<file path="src/rtl/mult_pkg.sv">
// Shared types and sizing constants for the sequential Booth multiplier.
package mult_pkg;

  typedef enum logic [1:0] {
    IDLE = 2'd0,
    RUN  = 2'd1,
    DONE = 2'd2
  } state_t;

  localparam int unsigned DEFAULT_WIDTH = 32;
  localparam int unsigned ITER          = DEFAULT_WIDTH + 1;
  localparam int unsigned CNT_W         = $clog2(DEFAULT_WIDTH + 2);

endpackage

</file>
<file path="src/rtl/booth_step.sv">
// One radix-2 Booth iteration: conditional add/sub of M into A, then
// arithmetic right shift of {A,Q,Q_minus_one}.
module booth_step #(
  parameter int unsigned WIDTH = 32
) (
  input  logic [WIDTH:0] a,
  input  logic [WIDTH:0] q,
  input  logic [WIDTH:0] m,
  input  logic           q_m1,
  output logic [WIDTH:0] a_nxt,
  output logic [WIDTH:0] q_nxt,
  output logic           q_m1_nxt
);

  logic [WIDTH:0] sum;

  always_comb begin
    sum = a;
    case ({q[0], q_m1})
      2'b01:   sum = a + m;
      2'b10:   sum = a - m;
      default: sum = a;
    endcase
    a_nxt    = {sum[WIDTH], sum[WIDTH:1]};
    q_nxt    = {sum[0], q[WIDTH:1]};
    q_m1_nxt = q[0];
  end

endmodule

</file>
<file path="src/rtl/booth_seq_ctrl.sv">
// Sequential radix-2 Booth multiplier with valid/ready handshakes on both
// sides, abort, and a registered product held until the next result.
module booth_seq_ctrl
  import mult_pkg::*;
#(
  parameter int unsigned WIDTH = DEFAULT_WIDTH
) (
  input  logic               clk,
  input  logic               rst,
  input  logic               in_valid,
  output logic               in_ready,
  input  logic [WIDTH-1:0]   op_a,
  input  logic [WIDTH-1:0]   op_b,
  input  logic               is_signed,
  input  logic               abort,
  output logic               out_valid,
  input  logic               out_ready,
  output logic [2*WIDTH-1:0] product,
  output logic               busy
);

  localparam int unsigned STEPS = WIDTH + 1;
  localparam int unsigned CW    = $clog2(WIDTH + 2);
  localparam logic [CW-1:0] LAST = CW'(STEPS - 1);

  state_t         state, state_nxt;
  logic [WIDTH:0] a_r, q_r, m_r;
  logic           qm1_r;
  logic [CW-1:0]  cnt_r;
  logic [WIDTH:0] a_s, q_s;
  logic           qm1_s;
  logic           xfer;

  booth_step #(.WIDTH(WIDTH)) u_step (
    .a        (a_r),
    .q        (q_r),
    .m        (m_r),
    .q_m1     (qm1_r),
    .a_nxt    (a_s),
    .q_nxt    (q_s),
    .q_m1_nxt (qm1_s)
  );

  always_ff @(posedge clk) begin
    if (rst) state <= IDLE;
    else     state <= state_nxt;
  end

  always_comb begin
    state_nxt = state;
    in_ready  = 1'b0;
    out_valid = 1'b0;
    busy      = 1'b1;
    xfer      = 1'b0;
    case (state)
      IDLE: begin
        in_ready = 1'b1;
        busy     = 1'b0;
        // abort in IDLE only blocks acceptance
        if (in_valid && !abort) begin
          xfer      = 1'b1;
          state_nxt = RUN;
        end
      end
      RUN: begin
        if (abort)              state_nxt = IDLE;
        else if (cnt_r == LAST) state_nxt = DONE;
      end
      DONE: begin
        out_valid = 1'b1;
        if (abort || out_ready) state_nxt = IDLE;
      end
      default: state_nxt = IDLE;
    endcase
  end

  always_ff @(posedge clk) begin
    if (rst) begin
      a_r     <= '0;
      q_r     <= '0;
      m_r     <= '0;
      qm1_r   <= 1'b0;
      cnt_r   <= '0;
      product <= '0;
    end else if (xfer) begin
      a_r   <= '0;
      m_r   <= is_signed ? {op_a[WIDTH-1], op_a} : {1'b0, op_a};
      q_r   <= is_signed ? {op_b[WIDTH-1], op_b} : {1'b0, op_b};
      qm1_r <= 1'b0;
      cnt_r <= '0;
    end else if (state == RUN && !abort) begin
      a_r   <= a_s;
      q_r   <= q_s;
      qm1_r <= qm1_s;
      cnt_r <= cnt_r + CW'(1);
      // low 2*WIDTH bits of the (2*WIDTH+2)-bit {A,Q} after the final step
      if (cnt_r == LAST) product <= {a_s[WIDTH-2:0], q_s};
    end
  end

endmodule

</file>
<file path="config.mk">
export PLATFORM = sky130hd
export DESIGN_NAME = booth_seq_ctrl
export DESIGN_NICKNAME = d
export VERILOG_FILES = /design/src/rtl/mult_pkg.sv /design/src/rtl/booth_step.sv /design/src/rtl/booth_seq_ctrl.sv
export SDC_FILE = /design/constraint.sdc
export NUM_CORES = 1
export LEC_CHECK = 0
export CELL_PAD_IN_SITES_DETAIL_PLACEMENT = 1
export CELL_PAD_IN_SITES_GLOBAL_PLACEMENT = 1
export CORE_MARGIN = 10
export CORE_UTILIZATION = 40
export DETAILED_ROUTE_END_ITERATION = 6
export GPL_TIMING_DRIVEN = 0
export PLACE_DENSITY = 0.88
export SETUP_SLACK_MARGIN = 0.5
export SLEW_MARGIN = 30
export SYNTH_ARGS = -nofsm -noshare
export SYNTH_HDL_FRONTEND = slang
export SYNTH_SLANG_ARGS = --single-unit
</file>
<file path="constraint.sdc">
create_clock -name clk -period 4.44 [get_ports clk]
set_input_delay 0.444 -clock clk [delete_from_list [all_inputs] [get_ports clk]]
set_output_delay 0.444 -clock clk [all_outputs]
set_load 0.01 [all_outputs]
</file>
# Yosys cells after proc, flatten, opt, wreduce, memory -nomap -nowiden

Cells that the tools add are included.

Word-level logic and storage cells: 43
Bits of input ports: 70
Output and inout bits: 67
Flip-flop bits (word level): 171

$add $sub $neg: 3
Muxes and demuxes: 15
Reduce and logical (&&, ||, !) cells: 9
Bitwise gates (word level): 1
Equal/unequal tests: 8

Operator list:

| cell                                           | number |
|---|---|
| 2-to-1 mux 33 bit                              | 4 |
| one-hot mux 33 bit (2 select lines)            | 1 |
| adder 33 bit                                   | 1 |
| subtractor 33 bit                              | 1 |
| 2-to-1 mux 2 bit                               | 4 |
| adder 6 x 1 -> 6 bit (second input constant)   | 1 |
| == test 6 bit (second input constant)          | 1 |
| one-hot mux 2 bit (3 select lines)             | 1 |
| AND reduction 3 bit                            | 2 |
| 2-to-1 mux 1 bit                               | 5 |
| == test 2 x 1 -> 1 bit (second input constant) | 2 |
| == test 2 bit (second input constant)          | 2 |
| != test 2 bit (second input constant)          | 2 |
| != test 3 x 2 -> 1 bit (second input constant) | 1 |
| logical AND 1 bit                              | 2 |
| logical NOT 2 bit                              | 1 |
| nonzero test 2 bit                             | 1 |
| OR reduction 2 bit                             | 1 |
| logical NOT 1 bit                              | 1 |
| logical OR 1 bit                               | 1 |
| inverter 1 bit                                 | 1 |

# Longest topological paths before layout

Gate-level depths: netlist of run 1.

Depth after elaboration: 6
Mapped depth: 18
Depth with buffers taken out: 17

# Cells and area by module

A second synthesis of run 1 with hierarchy kept.

Cell total of the unflattened synthesis: 1262
Area total of the unflattened synthesis: 10143.5 µm²

By module, submodules not included:

| module         | instances | sequential area each (µm²) | area an instance (µm²) | cells each |
|---|---|---|---|---|
| booth_seq_ctrl | 1         | 3443.3                     | 7034.2                 | 789 |
| booth_step     | 1         | 0.0                        | 3109.2                 | 473 |

# Least setup slack after synthesis of run 1

Ideal clock, no wire load.

Path kind: register to register
From: register m_r[2]
To: register product[63]
Data arrival time: 3906 ps
Path slack: 456 ps
Buffers on the path: 1
Required time: 4362 ps
Library setup time: 78 ps
Stages on the path, launching flop included: 17
Period minus slack after synthesis: 3984 ps
Cells stage by stage: dfxtp_1 > or3_4 > nor4_2 > nand2_1 > nor4_2 > a21oi_1 > xnor2_1 > ha_1 > clkbuf_1 > nand2_1 > a21boi_0 > o21ai_0 > or3b_2 > o31ai_1 > mux2i_1 > o211ai_1 > nor3_1

Longest elaborated chain between the ends: 2
Elaborated cells between the ends (all ways): 3
Classes of those cells: 2 x add/sub; 1 x mux

Ends and longest elaborated chain:

| element                                           | RTL line                           | RTL |
|---|---|---|
| from (decl)                                       | booth_seq_ctrl.sv:27               | `logic [WIDTH:0] a_r, q_r, m_r;` |
| from (signal assigned)                            | booth_seq_ctrl.sv:87               | `m_r <= is_signed ? {op_a[WIDTH-1], op_a} : {1'b0, op_a};` |
| subtractor 33 bit or adder 33 bit (tied branches) | booth_step.sv:21, booth_step.sv:20 |  |
| one-hot mux 33 bit (2 select lines) *             | booth_step.sv:19                   | `case ({q[0], q_m1})` |
| to (signal assigned)                              | booth_seq_ctrl.sv:97               | `if (cnt_r == LAST) product <= {a_s[WIDTH-2:0], q_s};` |
| to (decl)                                         | booth_seq_ctrl.sv:18               | `output logic [2*WIDTH-1:0] product,` |

Every way passes the cells marked *; elsewhere a longest branch is shown, timed or not.
A chain may end at the register's enable or synchronous reset.

# Final worst setup path of run 1

From: register m_r[3]
To: register product[59]

Same word-level chain as after synthesis.

==> summary.md, run 1 <==
| Metric | Value |
|---|---|
| Antenna cells | 0 |
| Minimum clock period | 4.18 ns |
| Syn Area/Cell | 7.72 µm² |
| Crit start category | register |
| Fmax | 0.239 GHz |
| Slew Limit Fails | 0 |
| Pre-Repair DR Iteration Count | 5 |
| Crit path kind | register to register |
| Seq/Total Area, Yosys | 0.379 |
| EDFF count, synth | 0 |
| Critical path required time | 4.79 ns |
| Peak VDD IR | 0.000229 V |
| Share of cells above drive strength 1 | 0.141 |
| Worst Skew | 0.0125 ns |
| FF+latch area | 0.00343 mm² |
| Skew-Pair Late Insertion Delay | 0.46 ns |
| DRT iter0 DRCs | 795 |
| Crit path DAT | 4.53 ns |
| P per Cell Area | 351 mW/mm² |
| Total core area | 0.0220 mm² |
| Crit path capture type | register |
| Area of the multi-input gates | 0.00581 mm² |
| Setup tns final | 0 ns |
| Fill cells | 2626 |
| Relative max-transition margin | 0.359 |
| Met3 wire length | 2250 µm |
| Grt total ovfl | 0 |
| Largest net degree at the start of global routing | 22 |
| Final Hold Vio Count | 0 |
| RSZ-0062 raised after global routing | true |
| Via count | 9757 |
| Row count | 54 |
| Antenna violations before repair | 0 |
| Syn_nets | 1277 |
| Hold-critical path depth | 2 |
| Met2 WL post-DR | 18700 µm |
| Num CTS Buffers | 17 |
| Sinks on the clock net | 171 |
| Synthesized flop and latch total | 171 |
| Max_cap viols | 0 |
| Hold Buf Count CTS | 0 |
| Gr usage total | 0.236 |
| Port Buffers | 135 |
| Cells after synthesis | 1170 |
| CTS tree | yes |
| Remaining routing DRC violations | 0 |
| Detail-routed via count per cell | 5.88 |
| Top cell type by total area after synthesis | dfxtp_1 |
| Synth Warn # | 0 |
| Status | complete, no violations |
| Worst Path Max Fanout | 5 |
| Final net count | 1474 |
| I/O pin count | 137 |
| Period utilization | 0.942 |
| Die Area | 0.0290 mm² |
| HP Class | register to register |
| CTS Buffer Depth | 2 |
| DP Wirelength | 25100 µm |
| Layout area overhead | 37.1% |
| Routability congestion estimate | 0.947 |
| Mapped Area | 0.00903 mm² |
| R2R cell count | 15 |
| Placed cell area | 0.0107 mm² |
| Unique masters post-synth | 69 |
| M1 wire length | 15700 µm |
| Clock transition at path regs | 0.08 ns |
| Final count of negative-setup-slack endpoints | 0 |
| H-tree Lvls | 4 |
| Die height | 170 µm |
| Final WL | 38000 µm |
| Max layer used | met4 |
| Design area | 0.0124 mm² |
| Synth Flop Type | dfxtp_1 |
| Leakage power total | 4.50 nW |
| Die width | 170 µm |
| CTS root buffer | clkbuf_16 |
| Yosys top cell area share | 0.379 |
| Initial Utilization | 0.410 |
| First-pass GRT wire length | 54300 µm |
| Number of global-route vias before repair | 9908 |
| Worst-margin pin slew | 0.961 ns |
| Synth top area cells | dfxtp_1 (38%), a21oi_1 (9.5%), nand2_1 (8.6%) |
| Routed Antenna Nets | 0 |
| DR WL/cell | 22.9 µm |
| Async SR Flop Fraction | 0 |
[sequential cells by signal, indices dropped and copies added, names as in the netlist]
signal / flops
product: 64
m_r: 33
q_r: 33
a_r: 32
cnt_r: 6
state: 2
qm1_r: 1
[layout by cell type (no fill, tap or decap), drive strengths merged, types with 5 or more instances in the layout]
cell type	count
nand2	208
dfxtp	171
a21oi	171
clkdlybuf4s50	135
nor2	123
clkbuf	75
buf	61
xnor2	47
o21ai	40
ha	36
inv	35
a22oi	34
a211oi	31
nor3	28
a21o	17
a31oi	17
mux2i	16
nand2b	12
xor2	12
o211ai	10
and3	10
nor4	8
nand3	7
nor3b	7
clkinv	6
nand4	5
[per-stage QoR]
| step | power, mW | utilization | cells | worst slack [ns] | hold WS [ns] |
|---|---|---|---|---|---|
| 2_1_floorplan | 2.19 | - | 1170 | 0.500 | 0.434 |
| 3_3_place_gp | 2.43 | 0.488 | 1585 | -0.390 | 0.441 |
| 3_5_place_dp | 2.45 | 0.488 | 1585 | -0.510 | 0.448 |
| 4_1_cts | 4.15 | 0.538 | 1636 | 0.341 | 0.460 |
| 5_1_grt | 4.48 | 0.562 | 1660 | 0.0948 | 0.483 |
| 6_report | 4.34 | 0.562 | 1660 | 0.257 | 0.456 |
[final cells by class]
| cell class | count | area share |
|---|---|---|
| clock buffer | 17 | 0.0344 |
| timing repair buffer | 178 | 0.136 |
| tap | 280 | 0.0283 |
| sequential | 171 | 0.277 |
| inverter | 26 | 0.00788 |
| clock inverter | 15 | 0.0165 |
| buffer | 76 | 0.0309 |
| multi-input combinational | 897 | 0.469 |
[cell usage after synthesis (16+ instances only)]
cell and count:
a21o_1 16, xnor2_1 47, inv_1 26, nor3_1 28, o21ai_0 39, dfxtp_1 171
ha_1 36, a211oi_1 30, a31oi_1 17, nand2_1 208, nor2_1 123, mux2i_1 16
a22oi_1 34, a21oi_1 171, clkbuf_1 60
[path summary, 6_finish.rpt]
check	end	slack, ns	from
max reg2reg	product[59]	0.26	m_r[3]
min	product[6]	0.46	product[6]
max	product[59]	0.26	m_r[3]
min reg2reg	product[6]	0.46	product[6]
[kinds of logic after synthesis]
family                   count (synthesis)  share of synthesized area
AND/OR/NAND/NOR                        435                      0.213
AO/OA/AOI/OAI                          350                      0.235
flip-flops                             171                      0.379
buffers and inverters                  102                     0.0464
XOR/XNOR                                59                     0.0572
adder cells (fa/ha/maj)                 37                     0.0521
multiplexers                            16                     0.0177
[power breakdown]
group          internal (mW)  leakage [nW]  switching, mW
Clock                  0.786         0.305          0.828
Combinational          0.480          2.81          0.632
Sequential              1.57          1.39         0.0484
Total                   2.84          4.50           1.51
[critical path, stage by stage, from the launching register on]
cell and delay (ns):
dfxtp_2 0.32, or3_4 0.42, nor4b_4 0.41, buf_4 0.18, and2_4 0.15, nor2_1 0.05, xnor2_1 0.18, ha_2 0.34
a21o_1 0.21, a21oi_2 0.18, o21ai_1 0.14, a221o_1 0.43, a22o_1 0.24, a211oi_2 0.26, xor2_2 0.18, a2111oi_4 0.38
[timing repair]
item | 4_1_cts | 5_1_grt
endpoints found under the hold margin | 0 | 0
resized for setup | 78 | 76
pin swaps | 44 | 51
buffers inserted | 19 | 24
gates cloned | 0 | 0
setup endpoints to repair | 35 | 38
[layer usage]
layer | vias to the layer above | GRT usage
li1 | 4483 | -
met2 | 390 | 0.402
met1 | 4785 | 0.289
met3 | 99 | 0.0403
met4 | 0 | 0.0927
met5 | - | 0
No activity file was read; power rests on OpenSTA's default activity.
==> run 2, diff against run 1 <==
Settings changed: SKIP_CTS_REPAIR_TIMING set to 1.
==> summary.md, run 2 (synthesized netlist as in run 1, its figures left out) <==
| Metric | Value |
|---|---|
| Status | complete, no violations (unchanged) |
| Final Hold Vio Count | 0 (unchanged) |
| Initial Utilization | 0.410 (unchanged) |
| Period utilization | 0.972 (was 0.942) |
| Routed Antenna Nets | 0 (unchanged) |
| First-pass GRT wire length | 52300 µm (was 54300 µm) |
| DRT iter0 DRCs | 715 (was 795) |
| Routability congestion estimate | 0.947 (unchanged) |
| Highest-count cells in the layout ignoring fill and taps | nand2_1 (206), dfxtp_1 (168), a21oi_1 (157) (was nand2_1 (205), dfxtp_1 (167), a21oi_1 (157)) |
| Top flop regs | product x64, m_r x33, q_r x33 (unchanged) |
| I/O pin count | 137 (unchanged) |
| Critical Path End | a_r[31] (was product[59]) |
| Start of the worst register-to-register path | m_r[4] (was m_r[3]) |
| H-tree Lvls | 4 (unchanged) |
| Switching power | 1.48 mW (was 1.51 mW) |
| Layout area overhead | 35.4% (was 37.1%) |
| Worst Setup SP | m_r[4] (was m_r[3]) |
| Fill cells | 2671 (was 2626) |
| Clock transition at path regs | 0.08 ns (about the same) |
| Critical path required time | 4.78 ns (was 4.79 ns) |
| CTS Buffer Depth | 2 (unchanged) |
| Peak VDD IR | 0.000228 V (was 0.000229 V) |
| Logic pwr share | 0.248 (was 0.256) |
| Hold-critical path depth | 2 (unchanged) |
| Remaining routing DRC violations | 0 (unchanged) |
| Die width | 170 µm (unchanged) |
| Final WL | 36600 µm (was 38000 µm) |
| HP Class | register to register (unchanged) |
| Number of global-route vias before repair | 9620 (was 9908) |
| Slew Limit Fails | 0 (unchanged) |
| Clk pwr share | 0.375 (was 0.371) |
| Min-delay src | product[6] (unchanged) |
| Minimum clock period | 4.31 ns (was 4.18 ns) |
| Most common cell after layout, fill and taps aside | nand2_1 (unchanged) |
| Leakage power total | 4.40 nW (was 4.50 nW) |
| Row count | 54 (unchanged) |
| Reg2reg end | a_r[31] (was product[59]) |
| Largest net degree at the start of global routing | 22 (unchanged) |
| Crit start category | register (unchanged) |
| WHS | 0.457 ns (was 0.456 ns) |
| Pre-Repair DR Iteration Count | 5 (unchanged) |
| Top register by number of flip-flops | product (unchanged) |
| Relative max-transition margin | 0.415 (was 0.359) |
| CTS tree | yes (unchanged) |
| P per Cell Area | 351 mW/mm² (about the same) |
| DR WL/cell | 22.2 µm (was 22.9 µm) |
| Design Power | 4.29 mW (was 4.34 mW) |
| R2R cell count | 16 (was 15) |
| Fmax | 0.232 GHz (was 0.239 GHz) |
| Switching Share | 0.346 (was 0.347) |
| Crit path capture type | register (unchanged) |
| Port Buffers | 135 (unchanged) |
| Gr usage total | 0.226 (was 0.236) |
| Die height | 170 µm (unchanged) |
| Worst reg-to-reg setup slack | 0.13 ns (was 0.26 ns) |
| Antenna cells | 0 (unchanged) |
| Worst Path Max Fanout | 5 (unchanged) |
| Grt total ovfl | 0 (unchanged) |
| Skew-Pair Late Insertion Delay | 0.46 ns (about the same) |
| Final net count | 1463 (was 1474) |
| Setup tns final | 0 ns (unchanged) |
| RSZ-0062 raised after global routing | true (unchanged) |
| Antenna violations before repair | 0 (unchanged) |
| Share of cells above drive strength 1 | 0.129 (was 0.141) |
| Sequential Power Share | 0.377 (was 0.373) |
| Detail-routed via count per cell | 5.82 (was 5.88) |
| Final count of negative-setup-slack endpoints | 0 (unchanged) |
| DP Wirelength | 25100 µm (unchanged) |
| Num CTS Buffers | 17 (unchanged) |
| Sinks on the clock net | 171 (unchanged) |
| Max reg flops | 64 (unchanged) |
| Total core area | 0.0220 mm² (unchanged) |
| Crit path DAT | 4.66 ns (was 4.53 ns) |
| Post-route worst setup slack | 0.126 ns (was 0.257 ns) |
| Setup WS pre-CTS | -0.510 ns (unchanged) |
| Worst-margin pin slew | 0.874 ns (was 0.961 ns) |
| Crit path kind | register to register (unchanged) |
| Worst Skew | 0.0144 ns (was 0.0125 ns) |
| Max_cap viols | 0 (unchanged) |
| Int Pwr | 2.81 mW (was 2.84 mW) |
| Die Area | 0.0290 mm² (unchanged) |
| Via count | 9598 (was 9757) |
| CTS root buffer | clkbuf_16 (unchanged) |
==> run 2: worst min path at each step <==
stage | to | slack, ns
2_1_floorplan | qm1_r | 0.43
3_3_place_gp | product[56] | 0.44
3_5_place_dp | product[6] | 0.45
4_1_cts | product[6] | 0.46
5_1_grt | product[2] | 0.48
6_report | product[6] | 0.46
==> run 2: stage by stage <==
stage	utilization	instance area (µm²)	std cells
floorplan	-	9040	1170
global placement	0.488	10700	1585
detailed placement	0.488	10700	1585
CTS	0.517	11400	1617
global route	0.555	12200	1649
finish	0.555	12200	1649
==> run 2: layer usage <==
metal / track usage / wire length (µm)
met1: 0.285 / 15700
met2: 0.383 / 18000
met3: 0.0335 / 1860
met4: 0.0809 / 1030
met5: 0 / 0
==> run 2: power by group through the flow <==
stage	Clock, mW	Combinational (mW)	Sequential (mW)
after floorplan	0	0.552	1.63
after detailed placement	0	0.803	1.65
after CTS	1.61	0.822	1.61
after global routing	1.67	1.13	1.62
after global placement	0	0.781	1.64
final	1.61	1.07	1.62
==> run 2: area by class of cell <==
cell class                      instances  area [µm²]  area share
Sequential cell                       171        3430       0.280
Multi-Input combinational cell        897        5740       0.470
Clock inverter                         15         204      0.0167
Clock buffer                           17         425      0.0348
Tap cell                              280         350      0.0286
Inverter                               26        97.6     0.00798
Buffer                                 76         372      0.0304
Timing Repair Buffer                  167        1610       0.132
==> run 2: worst max-delay path, stage by stage, from the launching register on <==
cell and delay [ns]:
dfxtp_2 0.34, or3_4 0.43, nor4_4 0.35, nand2_2 0.14
nor4_4 0.15, buf_4 0.20, and3_4 0.23, buf_4 0.11
a31oi_1 0.09, xnor2_1 0.44, ha_1 0.39, and2_2 0.23
a22o_2 0.24, o31a_1 0.30, nor4_2 0.30, xnor2_1 0.19
nor2_1 0.07
==> run 3, diff against run 2 <==
Settings changed: SETUP_SLACK_MARGIN 0.5 to 0.05, SLEW_MARGIN 30 to unset.
==> summary.md, run 3 (synthesized netlist as in run 1, its figures left out) <==
| Metric | Value |
|---|---|
| Post-route worst setup slack | 0.0994 ns (was 0.126 ns) |
| Number of global-route vias before repair | 9346 (was 9620) |
| Crit start category | register (unchanged) |
| Design area | 0.0116 mm² (was 0.0122 mm²) |
| Worst Skew | 0.0113 ns (was 0.0144 ns) |
| Worst Path Max Fanout | 10 (was 5) |
| Num CTS Buffers | 17 (unchanged) |
| Pre-Repair DR Iteration Count | 5 (unchanged) |
| Detail-routed via count per cell | 5.79 (was 5.82) |
| Util after Layout | 0.528 (was 0.555) |
| I/O pin count | 137 (unchanged) |
| Die width | 170 µm (unchanged) |
| Routed Antenna Nets | 0 (unchanged) |
| Crit path cell chain | ha_1, clkbuf_1, a21oi_1, xnor2_1, ha_1, nand2_1, nor2_1, a221o_1, or3_1, o211ai_4, nor2_1, a211oi_2, xor2_1, a2111oi_2 (was or3_4, nor4_4, nand2_2, nor4_4, buf_4, and3_4, buf_4, a31oi_1, xnor2_1, ha_1, and2_2, a22o_2, o31a_1, nor4_2, xnor2_1, nor2_1) |
| Die height | 170 µm (unchanged) |
| Fmax | 0.230 GHz (was 0.232 GHz) |
| H-tree Lvls | 4 (unchanged) |
| Total core area | 0.0220 mm² (unchanged) |
| Period utilization | 0.978 (was 0.972) |
| Crit path capture type | register (unchanged) |
| HP Class | register to register (unchanged) |
| Setup WS pre-CTS | -0.697 ns (was -0.510 ns) |
| Skew-Pair Late Insertion Delay | 0.44 ns (was 0.46 ns) |
| Gr usage total | 0.223 (was 0.226) |
| Sinks on the clock net | 171 (unchanged) |
| Layout area overhead | 28.7% (was 35.4%) |
| Max_cap viols | 0 (unchanged) |
| Minimum clock period | 4.34 ns (was 4.31 ns) |
| Final Hold Vio Count | 0 (unchanged) |
| Slew Limit Fails | 0 (unchanged) |
| Leakage power total | 4.16 nW (was 4.40 nW) |
| Final count of negative-setup-slack endpoints | 0 (unchanged) |
| Die Area | 0.0290 mm² (unchanged) |
| Clock transition at path regs | 0.08 ns (about the same) |
| Share of cells above drive strength 1 | 0.0696 (was 0.129) |
| DR WL/cell | 21.2 µm (was 22.2 µm) |
| Crit path buffers/inverters | 1 (was 2) |
| Worst Setup SP | q_r[0] (was m_r[4]) |
| CTS root buffer | clkbuf_16 (unchanged) |
| Initial Utilization | 0.410 (unchanged) |
| Worst-margin pin slew | 1.44 ns (was 0.874 ns) |
| Fill cells | 2678 (was 2671) |
| Peak VDD IR | 0.000284 V (was 0.000228 V) |
| Top flop regs | product x64, m_r x33, q_r x33 (unchanged) |
| Final WL | 34300 µm (was 36600 µm) |
| P per Cell Area | 354 mW/mm² (was 351 mW/mm²) |
| Grt total ovfl | 0 (unchanged) |
| Final cell count without fillers | 1616 (was 1649) |
| Slowest stage cell on the critical path | clkbuf_1 (was xnor2_1) |
| DRT iter0 DRCs | 645 (was 715) |
| Via count | 9349 (was 9598) |
| CTS tree | yes (unchanged) |
| Final net count | 1430 (was 1463) |
| Setup tns final | 0 ns (unchanged) |
| Max reg flops | 64 (unchanged) |
| Start of the worst register-to-register path | q_r[0] (was m_r[4]) |
| Crit path DAT | 4.66 ns (about the same) |
| Min-delay src | product[6] (unchanged) |
| CTS Buffer Depth | 2 (unchanged) |
| WHS | 0.457 ns (about the same) |
| Placed cell area | 0.0107 mm² (about the same) |
| Row count | 54 (unchanged) |
| Antenna violations before repair | 0 (unchanged) |
| Worst reg-to-reg setup slack | 0.1 ns (was 0.13 ns) |
| Crit path kind | register to register (unchanged) |
| Most common cell after layout, fill and taps aside | nand2_1 (unchanged) |
| Largest net degree at the start of global routing | 22 (unchanged) |
| Highest-count cells in the layout ignoring fill and taps | nand2_1 (207), dfxtp_1 (171), a21oi_1 (169) (was nand2_1 (206), dfxtp_1 (168), a21oi_1 (157)) |
| Routability congestion estimate | 0.949 (was 0.947) |
| Delay-heaviest family, CP | compound AO/OA/AOI/OAI gates (was simple AND/OR/NAND/NOR gates) |
| Remaining routing DRC violations | 0 (unchanged) |
| Placed Cells | 1585 (unchanged) |
| Worst path max stage delay | 0.45 ns (was 0.44 ns) |
| Top register by number of flip-flops | product (unchanged) |
| DP Wirelength | 25200 µm (was 25100 µm) |
| Critical path required time | 4.76 ns (was 4.78 ns) |
| First-pass GRT wire length | 51600 µm (was 52300 µm) |
| Status | complete, no violations (unchanged) |
| Relative max-transition margin | 0.0400 (was 0.415) |
| RSZ-0062 raised after global routing | true (unchanged) |
| Antenna cells | 0 (unchanged) |
| Design Power | 4.12 mW (was 4.29 mW) |
| Port Buffers | 135 (unchanged) |
==> run 3: final cells by class <==
cell class	instances	area, µm²	share of cell area
Buffer	71	304	0.0262
Inverter	26	97.6	0.00840
Clock inverter	15	206	0.0178
Tap cell	280	350	0.0301
Sequential cell	171	3420	0.295
Multi-Input combinational cell	897	5440	0.468
Clock buffer	17	425	0.0366
Timing Repair Buffer	139	1380	0.119
==> run 3: worst reg2reg max path, delay by kind of cell, from the launching register on <==
kind            cells  cell delay (ns)
buf+inv             1             0.45
xor+xnor            2             0.30
fa+ha+maj           2             0.73
simple gates        4             0.77
compound gates      5             1.53
flops               1             0.42
==> run 3: power breakdown <==
group	switching [mW]	internal (mW)
Combinational	0.543	0.356
Sequential	0.0461	1.57
Clock	0.816	0.785
==> run 3: layer usage <==
layer	global-route usage	up-vias	wire length (µm)
li1	-	4410	-
met1	0.282	4603	15000
met2	0.383	294	16800
met3	0.0393	42	2000
met4	0.0545	0	524
met5	0	-	0
==> run 3: path summary, 6_finish.rpt <==
path,depth (start not counted),end
worst min-delay path,2,product[6]
worst min register to register,2,product[6]
worst max-delay path,14,a_r[26]
worst max register to register,14,a_r[26]
